## src/rtl/spi_master_seq.sv

```systemverilog
// rtl/spi_master_seq.sv - SPI master transfer sequencer: chip select, SCLK divider, MSB-first shift
// One start/done handshake per word; mode, divider and data are latched when the transfer starts.
module spi_master_seq #(
   parameter int DATA_W = 8,
   parameter int DIV_W  = 8
) (
   input  logic              clk,
   input  logic              reset,
   input  logic              i_start,
   input  logic              i_cpol,
   input  logic              i_cpha,
   input  logic [DIV_W-1:0]  i_clk_div,
   input  logic [DATA_W-1:0] i_tx_data,
   input  logic              i_miso,
   output logic              o_sclk,
   output logic              o_mosi,
   output logic              o_cs_n,
   output logic              o_busy,
   output logic              o_done,
   output logic [DATA_W-1:0] o_rx_data
);

   localparam int EW = $clog2(2 * DATA_W + 1);
   localparam logic [EW-1:0]  LAST_EDGE = EW'(2 * DATA_W);
   localparam logic [EW-1:0]  EDGE_ONE  = {{(EW-1){1'b0}}, 1'b1};
   localparam logic [DIV_W:0] CNT_ONE   = {{DIV_W{1'b0}}, 1'b1};

   typedef enum logic [2:0] {S_IDLE, S_SETUP, S_XFER, S_HOLD, S_DONE} state_t;

   state_t            r_state;
   logic [DIV_W:0]    r_cnt;
   logic [DIV_W-1:0]  r_div;
   logic [EW-1:0]     r_edge;
   logic [DATA_W-1:0] r_tx;
   logic [DATA_W-1:0] r_rx;
   logic              r_cpol;
   logic              r_cpha;

   logic              w_slot_end;
   logic              w_fire;
   logic              w_leading;
   logic [EW-1:0]     w_next_edge;

   // One slot is H = div+1 cycles; an SCLK edge fires at the start of every transfer slot.
   assign w_slot_end  = (r_cnt == {1'b0, r_div});
   assign w_next_edge = r_edge + EDGE_ONE;
   assign w_leading   = w_next_edge[0];
   assign w_fire      = w_slot_end &&
                        ((r_state == S_SETUP) || ((r_state == S_XFER) && (r_edge != LAST_EDGE)));

   always_ff @(posedge clk) begin
      if (!reset) begin
         r_state   <= S_IDLE;
         r_cnt     <= '0;
         r_div     <= '0;
         r_edge    <= '0;
         r_tx      <= '0;
         r_rx      <= '0;
         r_cpol    <= 1'b0;
         r_cpha    <= 1'b0;
         o_sclk    <= i_cpol;
         o_mosi    <= 1'b0;
         o_cs_n    <= 1'b1;
         o_busy    <= 1'b0;
         o_done    <= 1'b0;
         o_rx_data <= '0;
      end else begin
         case (r_state)
            S_IDLE: begin
               o_sclk <= i_cpol;
               o_cs_n <= 1'b1;
               o_busy <= 1'b0;
               o_done <= 1'b0;
               o_mosi <= 1'b0;
               r_cnt  <= '0;
               r_edge <= '0;
               if (i_start) begin
                  r_cpol  <= i_cpol;
                  r_cpha  <= i_cpha;
                  r_div   <= i_clk_div;
                  r_tx    <= i_tx_data;
                  o_cs_n  <= 1'b0;
                  o_busy  <= 1'b1;
                  o_mosi  <= i_cpha ? 1'b0 : i_tx_data[DATA_W-1];
                  r_state <= S_SETUP;
               end
            end
            S_SETUP: begin
               if (w_slot_end) begin
                  r_cnt   <= '0;
                  r_state <= S_XFER;
               end else begin
                  r_cnt <= r_cnt + CNT_ONE;
               end
            end
            S_XFER: begin
               if (w_slot_end) begin
                  r_cnt <= '0;
                  if (r_edge == LAST_EDGE) r_state <= S_HOLD;
               end else begin
                  r_cnt <= r_cnt + CNT_ONE;
               end
            end
            S_HOLD: begin
               o_sclk <= r_cpol;
               if (w_slot_end) begin
                  r_cnt     <= '0;
                  o_done    <= 1'b1;
                  o_cs_n    <= 1'b1;
                  o_mosi    <= 1'b0;
                  o_rx_data <= r_rx;
                  r_state   <= S_DONE;
               end else begin
                  r_cnt <= r_cnt + CNT_ONE;
               end
            end
            S_DONE: begin
               o_done  <= 1'b0;
               o_busy  <= 1'b0;
               r_state <= S_IDLE;
            end
            default: r_state <= S_IDLE;
         endcase

         // Odd edges lead; cpha picks whether leading edges sample or launch the next bit.
         if (w_fire) begin
            r_edge <= w_next_edge;
            o_sclk <= ~o_sclk;
            if (w_leading) begin
               if (r_cpha) begin
                  o_mosi <= r_tx[DATA_W-1];
                  r_tx   <= {r_tx[DATA_W-2:0], 1'b0};
               end else begin
                  r_rx <= {r_rx[DATA_W-2:0], i_miso};
               end
            end else begin
               if (r_cpha) begin
                  r_rx <= {r_rx[DATA_W-2:0], i_miso};
               end else if (w_next_edge != LAST_EDGE) begin
                  o_mosi <= r_tx[DATA_W-2];
                  r_tx   <= {r_tx[DATA_W-2:0], 1'b0};
               end
            end
         end
      end
   end

endmodule
```

## config.mk

```make
export PLATFORM = sky130hd
export DESIGN_NAME = spi_master_seq
export DESIGN_NICKNAME = d
export VERILOG_FILES = /design/src/rtl/spi_master_seq.sv
export SDC_FILE = /design/constraint.sdc
export NUM_CORES = 1
export LEC_CHECK = 0
export ABC_AREA = 1
export ABC_CLOCK_PERIOD_IN_PS = 4600
export CAP_MARGIN = 20
export CELL_PAD_IN_SITES_DETAIL_PLACEMENT = 0
export CELL_PAD_IN_SITES_GLOBAL_PLACEMENT = 1
export CORE_MARGIN = 3
export CORE_UTILIZATION = 40
export CTS_CLUSTER_DIAMETER = 100
export CTS_CLUSTER_SIZE = 14
export DETAILED_ROUTE_END_ITERATION = 12
export HOLD_SLACK_MARGIN = 0.02
export PLACE_DENSITY_LB_ADDON = 0.1
export REMOVE_ABC_BUFFERS = 1
export SLEW_MARGIN = 40
export SYNTH_ARGS = -nofsm -noshare
export SYNTH_HDL_FRONTEND = slang
export SYNTH_SLANG_ARGS = --single-unit
```

## constraint.sdc

```tcl
create_clock -name clk -period 4.6 [get_ports clk]
set_input_delay 1.38 -clock clk [delete_from_list [all_inputs] [get_ports clk]]
set_output_delay 1.38 -clock clk [all_outputs]
set_load 0.05 [all_outputs]
```

==> results of run 1 <==
cells in the mapped netlist, types with 2 or more instances:
cell / n
o21ai_1: 7
a211oi_1: 2
clkbuf_1: 6
buf_2: 2
o21ai_0: 20
or2_1: 2
nand2_1: 107
a21oi_1: 37
xnor2_1: 3
dfxtp_1: 55
nor2_4: 2
ha_1: 3
xor2_1: 2
nor2_2: 3
inv_1: 28
a21oi_4: 2
inv_2: 7
nand3_1: 20
nor3_1: 13
nor2_1: 34
kinds of logic (layout without fill, tap and decap cells):
family	count (synthesis)	after routing
AND/OR/NAND/NOR	187	187
buffers and inverters	48	79
AO/OA/AOI/OAI	72	72
adder cells (fa/ha/maj)	3	3
XOR/XNOR	5	5
flip-flops	56	56
multiplexers	1	1
worst max-delay path by stage:
stage | from | endpoint | slack [ps]
detailed placement | reset | r_cnt[0] | 1200
floorplan | i_start | r_tx[1] | 2260
global placement | reset | r_cnt[0] | 1240
finish | o_sclk | o_sclk | 1700
global route | i_start | r_tx[2] | 1610
CTS | reset | r_cnt[0] | 1540
power by group:
| group | internal [W] | switching, W | leakage [nW] |
|---|---|---|---|
| clock network | 0.000250 | 0.000160 | 0.0765 |
| logic | 0.000170 | 0.000361 | 0.735 |
| registers | 0.000558 | 0.0000541 | 0.458 |
layer usage:
metal  GRT usage, %  up-vias
met2           26.4       40
met4           3.77        0
met3           3.97        5
li1               -     1263
met1           21.8     1058
met5              0        -
registers in the layout, indices dropped and copies added (netlist names):
signal     cells
o_busy         1
o_cs_n         1
o_done         1
o_mosi         1
o_rx_data      8
o_sclk         1
r_cnt          9
r_cpha         1
r_cpol         1
r_div          8
r_edge         5
r_rx           8
r_state        3
r_tx           8
worst reg2reg max path: cells and delay by family, from the launching register on:
kind	cells	cell delay, ps
flops	1	490
compound gates	3	670
simple gates	4	730
area by class of cell:
class	count	share of cell area, %
well taps	75	2.96
clock inverters	2	1.89
repair buffers	35	11.0
clock buffers	6	2.96
multi-input cells	268	41.3
flip-flops and latches	56	35.7
inverters	36	4.26
per-stage QoR:
stage / utilization [%] / hold WS, ps / instances / power (W)
floorplan: - / 441 / 360 / 0.00101
global placement: 48.9 / 453 / 470 / 0.00116
detailed placement: 48.9 / 455 / 470 / 0.00116
CTS: 51.4 / 471 / 478 / 0.00157
global route: 51.4 / 492 / 478 / 0.00167
finish: 51.4 / 469 / 478 / 0.00155
placed cells by master (no fill, tap or decap), types with 2 or more instances in the layout:
cell,count
ha_1,3
nor2_2,3
nor3_1,13
dfxtp_1,55
inv_1,28
xnor2_1,3
xor2_1,2
or2_1,2
inv_2,8
o21ai_1,7
nand2_1,107
a21oi_4,2
clkbuf_8,5
o21ai_0,20
bufinv_16,2
nor2_4,2
a21oi_1,37
nor2_1,34
a211oi_1,2
nand3_1,20
clkdlybuf4s50_1,34
==> reports/qor.txt, run 1 <==
placed inst area - 3020 um2
number of fill cells in the layout - 634
RSZ-0062 raised after global routing - false
largest family of logic cells by synthesized area - simple AND/OR/NAND/NOR gates
sequential fraction of the synthesis area - 42.9%
WHS Endpoint - r_rx[7]
post-route setup slack - 1700 ps
CP peak stage delay - 820 ps
FF+latch count, synth - 56
R2R Path End - r_rx[2]
CP bufs+invs - 1
ANT cells - 0
Final HPWL DP - 3.92 mm
post-synth top area share - 41.8%
maxcap violations - 0
clk sinks - 56
Syn Inst Count - 372
R2R cell count - 7
Synth cell types - 37
Highest Signal Layer - met4
Post-CTS Hold Buffers - 0
initial antenna violation count - 0
IO Port Bufs - 34
peak supply drop - 0.000222 V
vias in the first global route - 2226
Total GRT Usage - 16.2%
first-pass GRT wire length - 9.96 mm
post-synth top area cell - dfxtp_1
Clock Tree Buf Depth - 2
final instance area - 3170 um2
post-route minimum period - 2900 ps
Final GP Congestion - 0.769
Pre-antenna DRT Iters - 4
die width - 87.2 um
adder-cell area share of the yosys netlist - 1.42%
final wirelength - 5.66 mm
Worst Max-Slew Pin Slew - 661 ps
largest net degree at the start of global routing - 28
post-route ant nets - 0
Remaining Overflow, GRT - 0
Final Hold Vio Count - 0
Area growth syn-to-layout - 20.3%
met2 WL - 2.52 mm
Crit path max-delay family - buffers and inverters
Synth Area in Simple Gates - 31.0%
P_leak - 1.27 nW
Crit. path cell count - 1
multiplexer share of the synthesized area - 0.380%
met1 WL - 2.88 mm
Critical Path AT - 1520 ps
Crit. End Element - output port
worst clock skew - 7.74 ps
die height - 87.2 um
CP cell instances - clkdlybuf4s50_1
CTS resizes - 0
Worst Path Max Fanout - 2
endpoints failing setup - 0
First DRT Iteration DRCs - 86
initial core utilization - 42.8%
Synth area leaders - dfxtp_1 42%, nand2_1 15%, a21oi_1 7.0%, nor2_1 4.8%, inv_1 4.0%
core box area - 6170 um2
Yosys Warn Count - 0
Worst Min Path Start - r_rx[7]
hold path cells - 2
Achievable Freq - 345 MHz
vias per cell - 4.95
Final Max Slew Viols - 0
EDFF count, synth - 1
WL met3 - 214 um
Slew headroom - 55.9%
total number of vias - 2366
Worst Hold Class - reg2reg
CP required - 3220 ps
htree depth - 2
final worst path period share - 63.0%
num rows - 28
Clock Latency Late Sink - 310 ps
register area - 1130 um2
setup TNS - 0 ps
r2r setup slk - 2560 ps
io pins - 35
ratio of cells with drive above 1 in the final layout - 7.69%
status - finished clean
predominant post-synthesis flop cell - dfxtp_1
post-synthesis compound-gate area fraction - 15.2%
Setup Crit Path Kind - reg2out
Mean Syn Cell Area - 7.09 um2
total die area - 7600 um2
setup bufs post-CTS - 0
CTS tree - done
CTS root buf - clkbuf_8
Synth Cell Area - 2640 um2
Num CTS Buffers - 5
worst r2r src - r_state[2]
Worst Setup Start Kind - register
PwrDens - 489 nW/um2
slowest CP cell - clkdlybuf4s50_1
Multi-input gate area - 1310 um2
Layout Nets - 427
Post-Synth XOR/XNOR Area - 1.66%
pre-CTS WS - 1200 ps
DR WL/cell - 11.8 um
residual DRC count - 0
Async SR Flop Fraction - 0%
CTS clk-pin slew, worst paths - 100 ps
Power figures use the tool's default switching activity.
==> inputs of run 2 (changes only) <==
Settings changed: ABC_CLOCK_PERIOD_IN_PS 4600 to 2900, CORE_UTILIZATION 40 to 39.
Clock period 4.6 ns to 2.9 ns, I/O delays scaled along.
==> reports/qor.txt, run 2 (synthesis gave the netlist of run 1 again) <==
number of fill cells in the layout - 669 (was 634)
Worst Hold Class - reg2reg (unchanged)
residual DRC count - 0 (unchanged)
io pins - 35 (unchanged)
CP peak stage delay - 820 ps (about the same)
First DRT Iteration DRCs - 111 (was 86)
Crit. path cell count - 1 (unchanged)
final worst path period share - 82.4%
vias in the first global route - 2153 (was 2226)
setup bufs post-CTS - 0 (unchanged)
Clock Latency Late Sink - 310 ps (about the same)
die width - 88.2 um (was 87.2 um)
ANT cells - 0 (unchanged)
Slew headroom - 56.8% (was 55.9%)
worst hold margin - 467 ps (was 469 ps)
hold path cells - 2 (unchanged)
RSZ-0062 raised after global routing - false (unchanged)
total number of vias - 2328 (was 2366)
Worst Setup Start Kind - register (unchanged)
CTS clk-pin slew, worst paths - 100 ps (about the same)
ratio of cells with drive above 1 in the final layout - 8.35% (was 7.69%)
final wirelength - 5.68 mm (was 5.66 mm)
P_leak - 1.27 nW (about the same)
Pre-antenna DRT Iters - 4 (unchanged)
Crit path max-delay family - buffers and inverters (unchanged)
R2R cell count - 7 (unchanged)
IO Port Bufs - 34 (unchanged)
Area growth syn-to-layout - 19.9% (was 20.3%)
initial core utilization - 40.8% (was 42.8%)
most frequent cells in the layout - 107 x nand2_1, 55 x dfxtp_1, 37 x a21oi_1 (unchanged)
commonest non-fill, non-tap cell in the layout - nand2_1 (unchanged)
CP cell instances - clkdlybuf4s50_1 (unchanged)
max reg flops - 9 (unchanged)
peak supply drop - 0.000418 V (was 0.000222 V)
status - finished clean (unchanged)
die height - 88.2 um (was 87.2 um)
CTS resizes - 0 (unchanged)
htree depth - 2 (unchanged)
num rows - 29 (was 28)
PwrDens - 741 nW/um2 (was 489 nW/um2)
first-pass GRT wire length - 10.2 mm (was 9.96 mm)
Setup Crit Path Kind - reg2out (unchanged)
Achievable Freq - 419 MHz
Post-CTS Hold Buffers - 0 (unchanged)
CP bufs+invs - 1 (unchanged)
CTS tree - done (unchanged)
CP required - 2030 ps (was 3220 ps)
worst clock skew - 7.25 ps (was 7.74 ps)
Clock Tree Buf Depth - 2 (unchanged)
post-route minimum period - 2390 ps
DR WL/cell - 11.7 um (was 11.8 um)
total die area - 7780 um2 (was 7600 um2)
vias per cell - 4.81 (was 4.95)
endpoints failing setup - 0 (unchanged)
Crit. End Element - output port (unchanged)
Largest Register - r_cnt (unchanged)
Worst Max-Slew Pin Slew - 647 ps (was 661 ps)
CTS root buf - clkbuf_8 (unchanged)
largest net degree at the start of global routing - 28 (unchanged)
Final Hold Vio Count - 0 (unchanged)
slowest CP cell - clkdlybuf4s50_1 (unchanged)
Final GP Congestion - 0.813 (was 0.769)
Worst Path Max Fanout - 2 (unchanged)
Final Max Slew Viols - 0 (unchanged)
Remaining Overflow, GRT - 0 (unchanged)
Final HPWL DP - 4.15 mm (was 3.92 mm)
Tot Pwr - 0.00234 W (was 0.00155 W)
clk sinks - 56 (unchanged)
maxcap violations - 0 (unchanged)
setup TNS - 0 ps (unchanged)
post-route ant nets - 0 (unchanged)
Num CTS Buffers - 5 (unchanged)
Critical Path AT - 1520 ps (about the same)
core box area - 6460 um2 (was 6170 um2)
initial antenna violation count - 0 (unchanged)
Layout Nets - 431 (was 427)
Total GRT Usage - 16.6% (was 16.2%)
run 2: cell count changes in the layout (fill, tap and decap cells not counted):
| cell | delta |
|---|---|
| inv_2 | -1 |
| buf_4 | +4 |
| clkinv_1 | +1 |
| bufinv_16 | -1 |
| clkbuf_16 | -1 |
| inv_4 | +1 |
| clkinv_2 | +1 |
run 2: power by group:
part | internal (W) | total (W) | switching, W
combinational | 0.000278 | 0.000852 | 0.000574
sequential | 0.000885 | 0.000969 | 0.0000848
clock | 0.000257 | 0.000520 | 0.000263
run 2: worst paths after layout:
| kind | from | endpoint | slack (ps) |
|---|---|---|---|
| max reg2reg | r_edge[0] | r_rx[4] | 900 |
| min | r_rx[7] | r_rx[7] | 470 |
| max | o_sclk | o_sclk | 510 |
| min reg2reg | r_rx[7] | r_rx[7] | 470 |
run 2: cell type report:
type	instances	area, um2	share of cell area [%]
timing repair buffer	39	378	12.0
sequential	56	1130	35.8
clock buffer	5	68.8	2.18
clock inverter	3	41.3	1.31
tap	77	96.3	3.05
multi-input combinational	268	1310	41.4
inverter	36	135	4.28
run 2: routing by layer:
metal,GRT usage (%),vias up,routed length [um]
met5,0,-,0
met4,5.36,0,83
met1,23.4,1027,2900
met2,25.4,25,2510
met3,3.35,8,186
li1,-,1268,-
run 2: per-stage QoR:
stage          utilization (%)  instance area [um2]  std cells  setup WS, ps
2_1_floorplan                -                 2580        360          1070
3_3_place_gp              47.2                 3050        476           533
3_5_place_dp              47.2                 3050        476           465
4_1_cts                   48.9                 3160        484           496
5_1_grt                   48.9                 3160        484           478
6_report                  48.9                 3160        484           511
==> inputs of run 3 (changes only) <==
Settings changed: ABC_CLOCK_PERIOD_IN_PS 2900 to 2300.
Clock period 2.9 ns to 2.3 ns, I/O delays scaled along.
==> reports/qor.txt, run 3 (synthesis gave the netlist of run 1 again) <==
htree depth - 2 (unchanged)
Achievable Freq - 456 MHz
number of fill cells in the layout - 688 (was 669)
io pins - 35 (unchanged)
IO Port Bufs - 34 (unchanged)
CTS tree - done (unchanged)
CP cell instances - clkdlybuf4s50_1 (unchanged)
total number of vias - 2363 (was 2328)
P_leak - 1.27 nW (about the same)
Final Hold Vio Count - 0 (unchanged)
die width - 88.2 um (unchanged)
RSZ-0062 raised after global routing - false (unchanged)
Worst Hold Class - reg2reg (unchanged)
residual DRC count - 0 (unchanged)
worst clock skew - 10.5 ps (was 7.25 ps)
Largest Register - r_cnt (unchanged)
Remaining Overflow, GRT - 0 (unchanged)
post-route minimum period - 2190 ps
ratio of cells with drive above 1 in the final layout - 8.58% (was 8.35%)
final wirelength - 5.78 mm (was 5.68 mm)
post-route setup slack - 107 ps (was 511 ps)
final worst path period share - 95.3%
most frequent cells in the layout - 107 x nand2_1, 55 x dfxtp_1, 37 x a21oi_1 (unchanged)
Clock Latency Late Sink - 310 ps (about the same)
slowest CP cell - clkdlybuf4s50_1 (unchanged)
Post-CTS Hold Buffers - 0 (unchanged)
DR WL/cell - 11.9 um (was 11.7 um)
setup TNS - 0 ps (unchanged)
commonest non-fill, non-tap cell in the layout - nand2_1 (unchanged)
CTS resizes - 0 (unchanged)
Clock Tree Buf Depth - 2 (unchanged)
Final HPWL DP - 4.10 mm (was 4.15 mm)
CP bufs+invs - 1 (unchanged)
vias per cell - 4.87 (was 4.81)
First DRT Iteration DRCs - 114 (was 111)
status - finished clean (unchanged)
Final GP Congestion - 0.767 (was 0.813)
Final Max Slew Viols - 0 (unchanged)
Crit. End Element - output port (unchanged)
first-pass GRT wire length - 10.0 mm (was 10.2 mm)
max reg flops - 9 (unchanged)
PwrDens - 903 nW/um2 (was 741 nW/um2)
final core occ - 48.9% (about the same)
Setup Crit Path Kind - reg2out (unchanged)
Critical Path AT - 1500 ps (was 1520 ps)
Num CTS Buffers - 5 (unchanged)
pre-CTS WS - 103 ps (was 465 ps)
initial core utilization - 40.8% (unchanged)
num rows - 29 (unchanged)
CTS root buf - clkbuf_8 (unchanged)
ANT cells - 0 (unchanged)
endpoints failing setup - 0 (unchanged)
clk sinks - 56 (unchanged)
peak supply drop - 0.000401 V (was 0.000418 V)
post-route ant nets - 0 (unchanged)
core box area - 6460 um2 (unchanged)
vias in the first global route - 2173 (was 2153)
setup bufs post-CTS - 0 (unchanged)
Layout Nets - 432 (was 431)
CP peak stage delay - 810 ps (was 820 ps)
initial antenna violation count - 0 (unchanged)
Total GRT Usage - 16.0% (was 16.6%)
Worst Max-Slew Pin Slew - 616 ps (was 647 ps)
Pre-antenna DRT Iters - 4 (unchanged)
Area growth syn-to-layout - 19.8% (was 19.9%)
CTS clk-pin slew, worst paths - 100 ps (about the same)
Slew headroom - 58.9% (was 56.8%)
maxcap violations - 0 (unchanged)
CP required - 1610 ps (was 2030 ps)
largest net degree at the start of global routing - 28 (unchanged)
Crit path max-delay family - buffers and inverters (unchanged)
die height - 88.2 um (unchanged)
Worst Path Max Fanout - 2 (unchanged)
Worst Setup Start Kind - register (unchanged)
total die area - 7780 um2 (unchanged)
[run 3: cell count changes in the layout (fill, tap and decap cells not counted), sizes merged]
cell,change
clkinv,+2
buf,+1
bufinv,-1
inv,-1
[run 3: power by group]
group	switching [W]	internal, W	total, W	leakage (nW)
Combinational	0.000729	0.000359	0.00109	0.762
Sequential	0.000109	0.00112	0.00122	0.458
Clock	0.000327	0.000213	0.000540	0.0479
[run 3: routing by layer]
metal  up-vias  part of all wire, %  GRT usage [%]
met5         -                    0              0
met4         0                  1.2           4.53
met3         6                  3.1           2.79
met2        34                   45           25.5
met1      1049                   50           22.5
li1       1274                    -              -
[run 3: worst paths after layout]
kind	from	end	slack, ps	depth (start not counted)
setup / recovery	o_sclk	o_sclk	110	1
hold / removal	r_rx[7]	o_rx_data[7]	460	2
setup reg to reg	r_edge[0]	o_sclk	400	9
hold reg to reg	r_rx[7]	o_rx_data[7]	460	2
[run 3: worst register-to-register path: stages (launching register included)]
cell,delay [ps]
dfxtp_1,500
inv_1,100
ha_1,200
a31o_2,280
nand2_1,130
nand2_4,130
nand2_1,80
inv_1,70
nand2_1,60
o221ai_1,100
[run 3: through the flow]
step	cell area, um2	hold slack, ps	power, W	instances
after floorplan	2580	441	0.00203	360
after global placement	3070	450	0.00234	477
after detailed placement	3070	451	0.00234	477
after CTS	3160	465	0.00290	485
after global routing	3160	477	0.00307	485
final	3160	462	0.00285	485
[run 3: cell type report]
cell class,count,area (um2),area share (%)
Clock inverter,3,18.8,0.594
Inverter,36,135,4.28
Timing Repair Buffer,40,398,12.6
Tap cell,77,96.3,3.05
Sequential cell,56,1130,35.8
Clock buffer,5,68.8,2.18
Multi-Input combinational cell,268,1310,41.5
